**src/rtl/riscv_pkg.sv**
```systemverilog
// Shared writeback-stage definitions: result-source encodings, load funct3 codes,
// stage FSM state type and load extension helpers.
package riscv_pkg;

    localparam logic [1:0] WB_SEL_ALU  = 2'b00;
    localparam logic [1:0] WB_SEL_LOAD = 2'b01;
    localparam logic [1:0] WB_SEL_PC4  = 2'b10;
    localparam logic [1:0] WB_SEL_NONE = 2'b11;

    localparam logic [2:0] F3_LB  = 3'b000;
    localparam logic [2:0] F3_LH  = 3'b001;
    localparam logic [2:0] F3_LW  = 3'b010;
    localparam logic [2:0] F3_LBU = 3'b100;
    localparam logic [2:0] F3_LHU = 3'b101;

    typedef enum logic {
        WB_IDLE      = 1'b0,
        WB_WAIT_LOAD = 1'b1
    } wb_state_e;

    function automatic logic [31:0] ext_byte(input logic [7:0] b, input logic sgn);
        return {{24{sgn & b[7]}}, b};
    endfunction

    function automatic logic [31:0] ext_half(input logic [15:0] h, input logic sgn);
        return {{16{sgn & h[15]}}, h};
    endfunction

endpackage

```
**src/rtl/wb_stage_load_extend.sv**
```systemverilog
// load_extend: lane select and sign/zero extension of an aligned memory word;
// flags misaligned halfword/word accesses and unknown funct3 codes.
import riscv_pkg::*;

module load_extend (
    input  logic [31:0] word,
    input  logic [2:0]  funct3,
    input  logic [1:0]  addr_lo,
    output logic [31:0] data,
    output logic        err
);

    logic [7:0]  lane_b;
    logic [15:0] lane_h;

    always_comb begin
        case (addr_lo)
            2'd0:    lane_b = word[7:0];
            2'd1:    lane_b = word[15:8];
            2'd2:    lane_b = word[23:16];
            default: lane_b = word[31:24];
        endcase
        lane_h = addr_lo[1] ? word[31:16] : word[15:0];
    end

    always_comb begin
        data = '0;
        err  = 1'b0;
        case (funct3)
            F3_LB:  data = ext_byte(lane_b, 1'b1);
            F3_LBU: data = ext_byte(lane_b, 1'b0);
            F3_LH: begin
                data = ext_half(lane_h, 1'b1);
                err  = addr_lo[0];
            end
            F3_LHU: begin
                data = ext_half(lane_h, 1'b0);
                err  = addr_lo[0];
            end
            F3_LW: begin
                data = word;
                err  = (addr_lo != 2'b00);
            end
            default: err = 1'b1;
        endcase
    end

endmodule

```
**src/rtl/wb_stage.sv**
```systemverilog
// Writeback stage: retires ALU/link results in one cycle, waits for load data.
// Optional WB_INSTRET_EN adds a 64-bit retired-instruction counter port.
//
// state        | meaning
// WB_IDLE      | ready for a retiring instruction from MEM
// WB_WAIT_LOAD | load captured, waiting for mem_rsp_valid (or flush)
import riscv_pkg::*;

module wb_stage (
    input  logic        clk,
    input  logic        rst_n,
    input  logic        in_valid,
    output logic        in_ready,
    input  logic [4:0]  in_rd,
    input  logic        in_reg_write,
    input  logic [1:0]  in_wb_sel,
    input  logic [31:0] in_alu_result,
    input  logic [31:0] in_pc_plus4,
    input  logic [2:0]  in_funct3,
    input  logic [1:0]  in_addr_lo,
    input  logic        flush,
    input  logic        mem_rsp_valid,
    input  logic [31:0] mem_rsp_data,
    output logic [4:0]  rd,
    output logic [31:0] rd_data,
    output logic        reg_write,
    output logic        err_misaligned
`ifdef WB_INSTRET_EN
    ,
    output logic [63:0] instret
`endif
);

    wb_state_e   state_q, state_d;

    logic [4:0]  ld_rd_q;
    logic [2:0]  ld_funct3_q;
    logic [1:0]  ld_addr_lo_q;
    logic        ld_reg_write_q;

    logic        accept;
    logic        capture_load;
    logic        retire;
    logic        wr_d;
    logic        err_d;
    logic [4:0]  rd_d;
    logic [31:0] data_d;
    logic [31:0] ld_data;
    logic        ld_err;

    load_extend u_load_extend (
        .word    (mem_rsp_data),
        .funct3  (ld_funct3_q),
        .addr_lo (ld_addr_lo_q),
        .data    (ld_data),
        .err     (ld_err)
    );

    assign in_ready = (state_q == WB_IDLE) && !flush;
    assign accept   = in_valid && in_ready;

    always_ff @(posedge clk or negedge rst_n) begin
        if (!rst_n) state_q <= WB_IDLE;
        else        state_q <= state_d;
    end

    always_comb begin
        state_d      = state_q;
        capture_load = 1'b0;
        retire       = 1'b0;
        wr_d         = 1'b0;
        err_d        = 1'b0;
        rd_d         = rd;
        data_d       = rd_data;
        case (state_q)
            WB_IDLE: begin
                if (accept) begin
                    case (in_wb_sel)
                        WB_SEL_ALU, WB_SEL_PC4: begin
                            retire = 1'b1;
                            rd_d   = in_rd;
                            data_d = (in_wb_sel == WB_SEL_ALU) ? in_alu_result : in_pc_plus4;
                            wr_d   = in_reg_write;
                        end
                        WB_SEL_NONE: retire = 1'b1;
                        default: begin
                            capture_load = 1'b1;
                            state_d      = WB_WAIT_LOAD;
                        end
                    endcase
                end
            end
            WB_WAIT_LOAD: begin
                // flush wins over a coincident response: the load is dropped silently
                if (flush) begin
                    state_d = WB_IDLE;
                end else if (mem_rsp_valid) begin
                    state_d = WB_IDLE;
                    retire  = 1'b1;
                    rd_d    = ld_rd_q;
                    if (ld_err) begin
                        err_d = 1'b1;
                    end else begin
                        data_d = ld_data;
                        wr_d   = ld_reg_write_q;
                    end
                end
            end
            default: state_d = WB_IDLE;
        endcase
    end

    always_ff @(posedge clk or negedge rst_n) begin
        if (!rst_n) begin
            ld_rd_q        <= '0;
            ld_funct3_q    <= '0;
            ld_addr_lo_q   <= '0;
            ld_reg_write_q <= 1'b0;
        end else if (capture_load) begin
            ld_rd_q        <= in_rd;
            ld_funct3_q    <= in_funct3;
            ld_addr_lo_q   <= in_addr_lo;
            ld_reg_write_q <= in_reg_write;
        end
    end

    // x0 is hardwired: the data still goes out, the enable never does
    always_ff @(posedge clk or negedge rst_n) begin
        if (!rst_n) begin
            rd             <= '0;
            rd_data        <= '0;
            reg_write      <= 1'b0;
            err_misaligned <= 1'b0;
        end else begin
            rd             <= rd_d;
            rd_data        <= data_d;
            reg_write      <= wr_d && (rd_d != 5'd0);
            err_misaligned <= err_d;
        end
    end

`ifdef WB_INSTRET_EN
    always_ff @(posedge clk or negedge rst_n) begin
        if (!rst_n)      instret <= '0;
        else if (retire) instret <= instret + 64'd1;
    end
`endif

endmodule

```
**config.mk**
```make
export PLATFORM = sky130hd
export DESIGN_NAME = wb_stage
export DESIGN_NICKNAME = d
export VERILOG_FILES = /design/src/rtl/riscv_pkg.sv /design/src/rtl/wb_stage_load_extend.sv /design/src/rtl/wb_stage.sv
export SDC_FILE = /design/constraint.sdc
export NUM_CORES = 1
export LEC_CHECK = 0
export BUFFER_PORTS_ARGS = -buffer_cell sky130_fd_sc_hd__buf_2
export CORE_MARGIN = 4
export CORE_UTILIZATION = 48
export CTS_CLUSTER_DIAMETER = 150
export DETAILED_ROUTE_END_ITERATION = 12
export GPL_TIMING_DRIVEN = 1
export HOLD_SLACK_MARGIN = 0.05
export PLACE_DENSITY = 0.82
export SKIP_LAST_GASP = 1
export SYNTH_ARGS = -nofsm -noshare
export SYNTH_HDL_FRONTEND = slang
export SYNTH_SLANG_ARGS = --single-unit
```
**constraint.sdc**
```tcl
create_clock -name clk -period 2.1 [get_ports clk]
set_input_delay 0.21 -clock clk [delete_from_list [all_inputs] [get_ports clk]]
set_output_delay 0.21 -clock clk [all_outputs]
set_load 0.05 [all_outputs]
```
==> results of run 1 <==
placed cells by master, fill, tap and decap left out, drive strengths merged:
cell type / netlist / routed
a211oi: 2 / 2
a21o: 17 / 17
a21oi: 7 / 7
a221o: 1 / 1
a221oi: 7 / 7
a31oi: 23 / 23
a32o: 1 / 1
and2: 18 / 18
and3b: 1 / 1
buf: 15 / 170
bufinv: 0 / 2
clkbuf: 17 / 5
clkinvlp: 0 / 1
dfrtp: 51 / 51
dlygate4sd3: 0 / 1
inv: 1 / 1
mux2: 13 / 13
mux2i: 33 / 33
mux4: 7 / 7
nand2: 44 / 44
nand2b: 2 / 2
nand4b: 1 / 1
nor2: 32 / 32
nor2b: 5 / 5
nor3: 1 / 1
nor3b: 1 / 1
nor4b: 1 / 1
o21a: 7 / 7
o21ai: 34 / 34
o221ai: 7 / 7
o22a: 8 / 8
o22ai: 1 / 1
o31a: 1 / 1
o41a: 1 / 1
or2: 2 / 2
or4: 1 / 1
synthesized netlist by cell type (2+ instances only):
| cell | instances |
|---|---|
| or2_2 | 2 |
| o22a_1 | 8 |
| nor2_1 | 31 |
| o21ai_0 | 34 |
| mux2_2 | 12 |
| a211oi_1 | 2 |
| a21o_1 | 17 |
| mux2i_1 | 33 |
| mux4_2 | 7 |
| buf_2 | 12 |
| clkbuf_1 | 16 |
| o221ai_1 | 7 |
| dfrtp_1 | 51 |
| nand2_1 | 44 |
| a21oi_1 | 7 |
| a221oi_1 | 7 |
| and2_1 | 18 |
| a31oi_1 | 23 |
| nor2b_1 | 5 |
| o21a_1 | 7 |
| nand2b_1 | 2 |
report_power, final:
part	leakage (uW)	total (uW)	switching, uW	internal (uW)
clock	0.0000644	820	345	475
combinational	0.00139	1830	1190	636
sequential	0.000589	1330	137	1200
stage by stage:
| stage | setup WS (ns) | hold WS (ns) |
|---|---|---|
| final | 0.129 | 0.118 |
| after global routing | 0.0217 | 0.119 |
| after CTS | 0.105 | 0.109 |
| after detailed placement | -0.180 | 0.220 |
| after global placement | -0.111 | 0.222 |
| after floorplan | 0.144 | -0.0856 |
per-layer routing:
layer	part of all wire	vias up	track usage	wire, microns
li1	-	1620	-	-
met1	0.42	1592	0.311	4130
met2	0.50	129	0.397	4940
met3	0.069	15	0.0484	686
met4	0.018	0	0.0619	180
met5	0	-	0	0
logic make-up (layout without fill, tap and decap cells):
family                 count (synthesis)  in the layout
flip-flops                            51             51
AO/OA/AOI/OAI                        117            117
multiplexers                          53             53
buffers and inverters                 33            180
AND/OR/NAND/NOR                      109            109
final cells by class:
type	instances	area share
multi-input cells	279	0.443
flip-flops and latches	51	0.288
repair buffers	171	0.210
well taps	96	0.0271
clock buffers	5	0.0155
clock inverters	3	0.0152
inverters	1	0.000846
registers in the layout, indices dropped and copies added, names as in the netlist, 2 cells and up:
name and cells:
ld_rd_q 5, ld_addr_lo_q 2, rd 5, ld_funct3_q 3, rd_data 32
timing repair:
| item | CTS | global route |
|---|---|---|
| hold endpoints to repair | 51 | 0 |
| hold buffers | 1 | 0 |
| setup buffers | 0 | 0 |
| setup endpoints to repair | 16 | 17 |
| resized for setup | 1 | 2 |
worst max-delay path by stage:
stage	end	slack [ns]	cells past startpoint
after detailed placement	rd_data[23]$_DFFE_PN0P_	-0.18	5
after global routing	rd_data[5]$_DFFE_PN0P_	0.02	5
after global placement	rd_data[17]$_DFFE_PN0P_	-0.11	5
after CTS	reg_write$_DFF_PN0_	0.10	5
final	reg_write$_DFF_PN0_	0.13	5
after floorplan	reg_write$_DFF_PN0_	0.14	6
==> impl_metrics.yaml, run 1 <==
sta:
  finalSetupTns_ns: 0
  fmax_mhz: 507
  drv_slew: 0
  grt_setup_unrepaired: "false"
  clock-skew-final_ns: 0.00511
  final_hold_viol_count: 0
  setup_violations: 0
  post-route-period-util: 0.939
  worst_slew_pin_slew_ns: 0.552
  fin_crit_ns: 1.97
  max_slew_margin: 0.631
logic_synthesis:
  synth_fp_nets: 477
  synth-async-reset-ratio: 1.00
  yosys.area_share.simple: 0.154
  synth_edf_count: 0
  synth_largest_area_cell: "dfrtp_1"
  synth_top_family_by_area: "compound AO/OA/AOI/OAI gates"
  ys_seq_elements: 51
  ys.flop_type: "dfrtp_1"
  synthTopCellsByArea: "dfrtp_1, mux2i_1, o21ai_0, nand2_1, mux4_2"
  yosysSeqAreaShare: 0.379
  synth_cell_types: 39
  syn_area_sq_um: 3370
  synthMuxAreaShare: 0.190
  synthAdderAreaFrac: 0
  yosysTopAreaCellShare: 0.379
  synth-xor-area-share: 0
  synth_compound_area_frac: 0.233
  synth_cells: 363
  yosysWarnings: 0
  syn_avg_cell_area_sq_um: 9.28
setup_path:
  cp_top_family: "compound AO/OA/AOI/OAI gates"
  required_ns: 2.30
  cp-end-kind: "register"
  worstReg2RegStart: "state_q$_DFF_PN0_"
  crit_fanout: 7
  start_kind: "register"
  reg2reg_to: "reg_write$_DFF_PN0_"
  max_stage_delay_ns: 0.46
  crit_path_top_delay_cell: "nor4b_4"
  crit_start: "state_q$_DFF_PN0_"
  arrival_ns: 2.17
  reg2reg_slack_ns: 0.13
  worstSetupPathType: "register to register"
  path_cells: "nor4b_4 > buf_4 > nor2_2 > a221o_1 > o41a_1"
  r2r_cells: 5
  cp.buffers_inverters: 1
detailed_routing:
  drcViolationCount: 0
  vias: 3356
  wirelength_mm: 9.94
  routedWlPerCell_microns: 16.4
  avgViaCountPerCell: 5.54
  firstDrtPassIters: 4
  ant_nets: 0
  initialDrtViolationCount: 149
global_routing:
  grt-ovfl-total: 0
  antenna_found_initial: 0
  grt_pass1_vias: 3364
  grt_max_degree: 61
  grt_pass1_wl_mm: 16.3
  grt_use_total: 0.236
die:
  die_area_sq_um: 8420
  coreArea_sq_um: 6790
  start_util: 0.496
  die_y_microns: 91.8
  dieWidth_microns: 91.8
  ioPinCount: 154
  placementRows: 30
pwr:
  power_density_nw_per_um2: 897
  p_leak_uw: 0.00204
  p_total_uw: 3980
  max-vdd-ir-drop_mv: 0.458
clock_network:
  cts_tree: "yes"
  clock-sinks: 51
  cts_buffers: 5
  clk_transition_reported_paths_ns: 0.10
  ctsLongestPathBuffers: 2
  htree_num_levels: 2
  root_buffer: "clkbuf_8"
  clock_latency_ns: 0.31
placement:
  io_buffers: 153
  placed_cell_area_sq_um: 4270
  dp_cells: 597
  place_congestion: 0.841
  dp_hpwl_mm: 7.68
final_layout:
  nFillCells: 546
  syn_to_final_growth_pct: 31.7
  drive_gt1_frac: 0.406
  fin_nets: 623
  diodes: 0
  seqCellArea_sq_um: 1280
  multi_input_area_sq_um: 1970
  design_area_sq_um: 4440
  fin_util: 0.653
  final_cells: 606
hold_path:
  min-delay-start: "mem_rsp_valid"
  holdPathStages: 2
  hp-class: "primary input to register"
  min_to: "state_q$_DFF_PN0_"
job:
  maxCapViolCount: 0
status:
  outcome: "finished clean"
No activity file was read; power rests on OpenSTA's default activity.
==> run 2, diff against run 1 <==
- ABC_AREA: default -> 1
- CORE_UTILIZATION: 48 -> 49
- PLACE_DENSITY: 0.82 -> 0.81
==> run 2 against run 1 <==
- via count grew 31%
- critical path depth is the same
- area after synthesis grew 13%
- maximum frequency grew 6.1%
- final area grew 5.3%
- first-iteration DRC count grew 95%
- synthesized cell count grew 65%
- clock skew grew 0.0054 ns
- worst hold slack gained 0.016 ns
- critical path type unchanged
==> impl_metrics.yaml, run 2 <==
sta:
  worst_slew_pin_slew_ns: 0.921
  post-route-period-util: 0.884
  drv_slew: 0
  grt_setup_unrepaired: "false"
  setup_violations: 0
  fin_crit_ns: 1.86
  finalSetupTns_ns: 0
  max_slew_margin: 0.385
  clock-skew-final_ns: 0.0105
  fmax_mhz: 539
  fin_ws_ns: 0.243
  final_hold_viol_count: 0
clock_network:
  clock-sinks: 51
  cts-resized-gates: 0
  clk_transition_reported_paths_ns: 0.09
  htree_num_levels: 2
  root_buffer: "clkbuf_8"
  cts_buffers: 5
  ctsLongestPathBuffers: 2
  cts_tree: "yes"
  clock_latency_ns: 0.31
final_layout:
  final_common_cell: "nand2_1"
  top_regs: "rd_data: 32 flops, ld_rd_q: 5 flops, rd: 5 flops"
  final_cells: 834
  diodes: 0
  largest-register: "rd_data"
  nFillCells: 727
  multi_input_area_sq_um: 2170
  syn_to_final_growth_pct: 22.8
  most-common-layout-cells: "nand2_1, buf_2, nor2_1"
  seqCellArea_sq_um: 1280
  drive_gt1_frac: 0.278
  largest_reg_flops: 32
  fin_nets: 849
logic_synthesis:
  ys.flop_type: "dfrtp_1"
  yosysTopAreaCellShare: 0.336
  synth_common_cells: "nand2_1, nor2_1, a21oi_1"
  yosysSeqAreaShare: 0.336
  syn_area_sq_um: 3800
  synth_top_family_by_area: "simple AND/OR/NAND/NOR gates"
  synth_cells: 599
  synthAdderAreaFrac: 0
  yosys.area_share.simple: 0.365
  ys_seq_elements: 51
  synth_largest_area_cell: "dfrtp_1"
  synth_fp_nets: 713
  synth_compound_area_frac: 0.190
  synth-async-reset-ratio: 1.00
  synth-xor-area-share: 0
  synthTopCellsByArea: "dfrtp_1, nand2_1, nor2_1, a21oi_1, o21ai_0"
  yosysWarnings: 0
  synth_edf_count: 0
  yosysMostFrequentCell: "nand2_1"
  synthMuxAreaShare: 0.0148
  synth_cell_types: 27
  syn_avg_cell_area_sq_um: 6.35
placement:
  dp_slack_ns: 0.303
  dp_cells: 826
  io_buffers: 153
  place_congestion: 0.925
  dp_hpwl_mm: 9.52
pwr:
  internal_power_uw: 1920
  switching_share: 0.482
  max-vdd-ir-drop_mv: 0.402
  p_sw_uw: 1780
  p_leak_uw: 0.00248
  p_clk_frac: 0.152
  seqPwrFrac: 0.360
  power_density_nw_per_um2: 793
  combinationalPowerShare: 0.489
die:
  placementRows: 31
  coreArea_sq_um: 7410
  ioPinCount: 154
  dieWidth_microns: 96.1
  start_util: 0.513
  die_y_microns: 96.1
  die_area_sq_um: 9230
detailed_routing:
  ant_nets: 0
  routedWlPerCell_microns: 14.9
  avgViaCountPerCell: 5.25
  drcViolationCount: 0
  wirelength_mm: 12.4
  vias: 4382
  firstDrtPassIters: 6
  initialDrtViolationCount: 290
setup_path:
  cp-end-kind: "register"
  crit_fanout: 32
  arrival_ns: 2.09
  crit_path_top_delay_cell: "nand2_2"
  r2r_cells: 5
  required_ns: 2.33
  cp_top_family: "simple AND/OR/NAND/NOR gates"
  path_cells: "nor2_8 > nand3_2 > nand2_2 > nor2_1 > a21oi_2"
  max_stage_delay_ns: 0.55
  cp.depth: 5
  cp.buffers_inverters: 0
  worstSetupPathType: "register to register"
  start_kind: "register"
global_routing:
  antenna_found_initial: 0
  grt_use_total: 0.266
  grt_max_degree: 40
  grt_pass1_wl_mm: 19.3
  grt_pass1_vias: 4163
  grt-ovfl-total: 0
hold_path:
  hp-class: "primary input to register"
  holdPathStages: 2
status:
  outcome: "finished clean"
job:
  maxCapViolCount: 0
[run 2: area by class of cell]
| cell class | instances | area share |
|---|---|---|
| Clock buffer | 5 | 0.0147 |
| Timing Repair Buffer | 165 | 0.184 |
| Clock inverter | 2 | 0.00295 |
| Inverter | 43 | 0.0346 |
| Sequential cell | 51 | 0.273 |
| Tap cell | 99 | 0.0265 |
| Multi-Input combinational cell | 469 | 0.464 |
[run 2: cell families after synthesis]
| kind of cell | count (synthesis) |
|---|---|
| multiplexers | 5 |
| buffers and inverters | 79 |
| flip-flops | 51 |
| AO/OA/AOI/OAI | 140 |
| AND/OR/NAND/NOR | 324 |
[run 2: per-stage QoR]
step,utilization,total power [uW],instance area (sq um),hold slack (ns)
2_1_floorplan,-,2640,3800,-0.0856
3_3_place_gp,0.618,3120,4580,0.166
3_5_place_dp,0.618,3150,4580,0.173
4_1_cts,0.630,3710,4670,0.132
5_1_grt,0.630,3940,4670,0.130
6_report,0.630,3700,4670,0.134
[run 2: timing repair]
| action | CTS | global route |
|---|---|---|
| hold buffers | 1 | 0 |
| buffers inserted | 0 | 0 |
| hold endpoints to repair | 18 | 0 |
[run 2: power by group through the flow]
| stage | Combinational [uW] | Clock, uW | Sequential [uW] |
|---|---|---|---|
| after floorplan | 766 | 0 | 1870 |
| after global placement | 1770 | 0 | 1350 |
| after detailed placement | 1800 | 0 | 1350 |
| after CTS | 1810 | 572 | 1330 |
| after global routing | 1980 | 609 | 1360 |
| final | 1810 | 561 | 1330 |
[run 2: metal layers]
metal  GRT usage  wire (microns)  part of all wire  vias to the layer above
li1            -               -                 -                     2199
met1       0.325            5120              0.41                     2000
met2       0.483            6170              0.50                      163
met3      0.0438             934             0.075                       20
met4      0.0687             196             0.016                        0
met5           0               0                 0                        -
[run 2: final timing paths]
| path | start | to | slack [ns] |
|---|---|---|---|
| max | state_q$_DFF_PN0_ | rd_data[15]$_DFFE_PN0P_ | 0.24 |
| min | mem_rsp_valid | state_q$_DFF_PN0_ | 0.13 |
| max reg2reg | state_q$_DFF_PN0_ | rd_data[15]$_DFFE_PN0P_ | 0.24 |
| min reg2reg | rd_data[2]$_DFFE_PN0P_ | rd_data[2]$_DFFE_PN0P_ | 0.52 |
| max in group asynchronous | rst_n | rd_data[4]$_DFFE_PN0P_ | 1.12 |
| min in group asynchronous | rst_n | rd_data[10]$_DFFE_PN0P_ | 0.38 |
[run 2: worst reg2reg max path, cell delays in order (launching register included)]
cell     delay, ns
dfrtp_1       0.53
nor2_8        0.19
nand3_2       0.23
nand2_2       0.56
nor2_1        0.15
a21oi_2       0.13
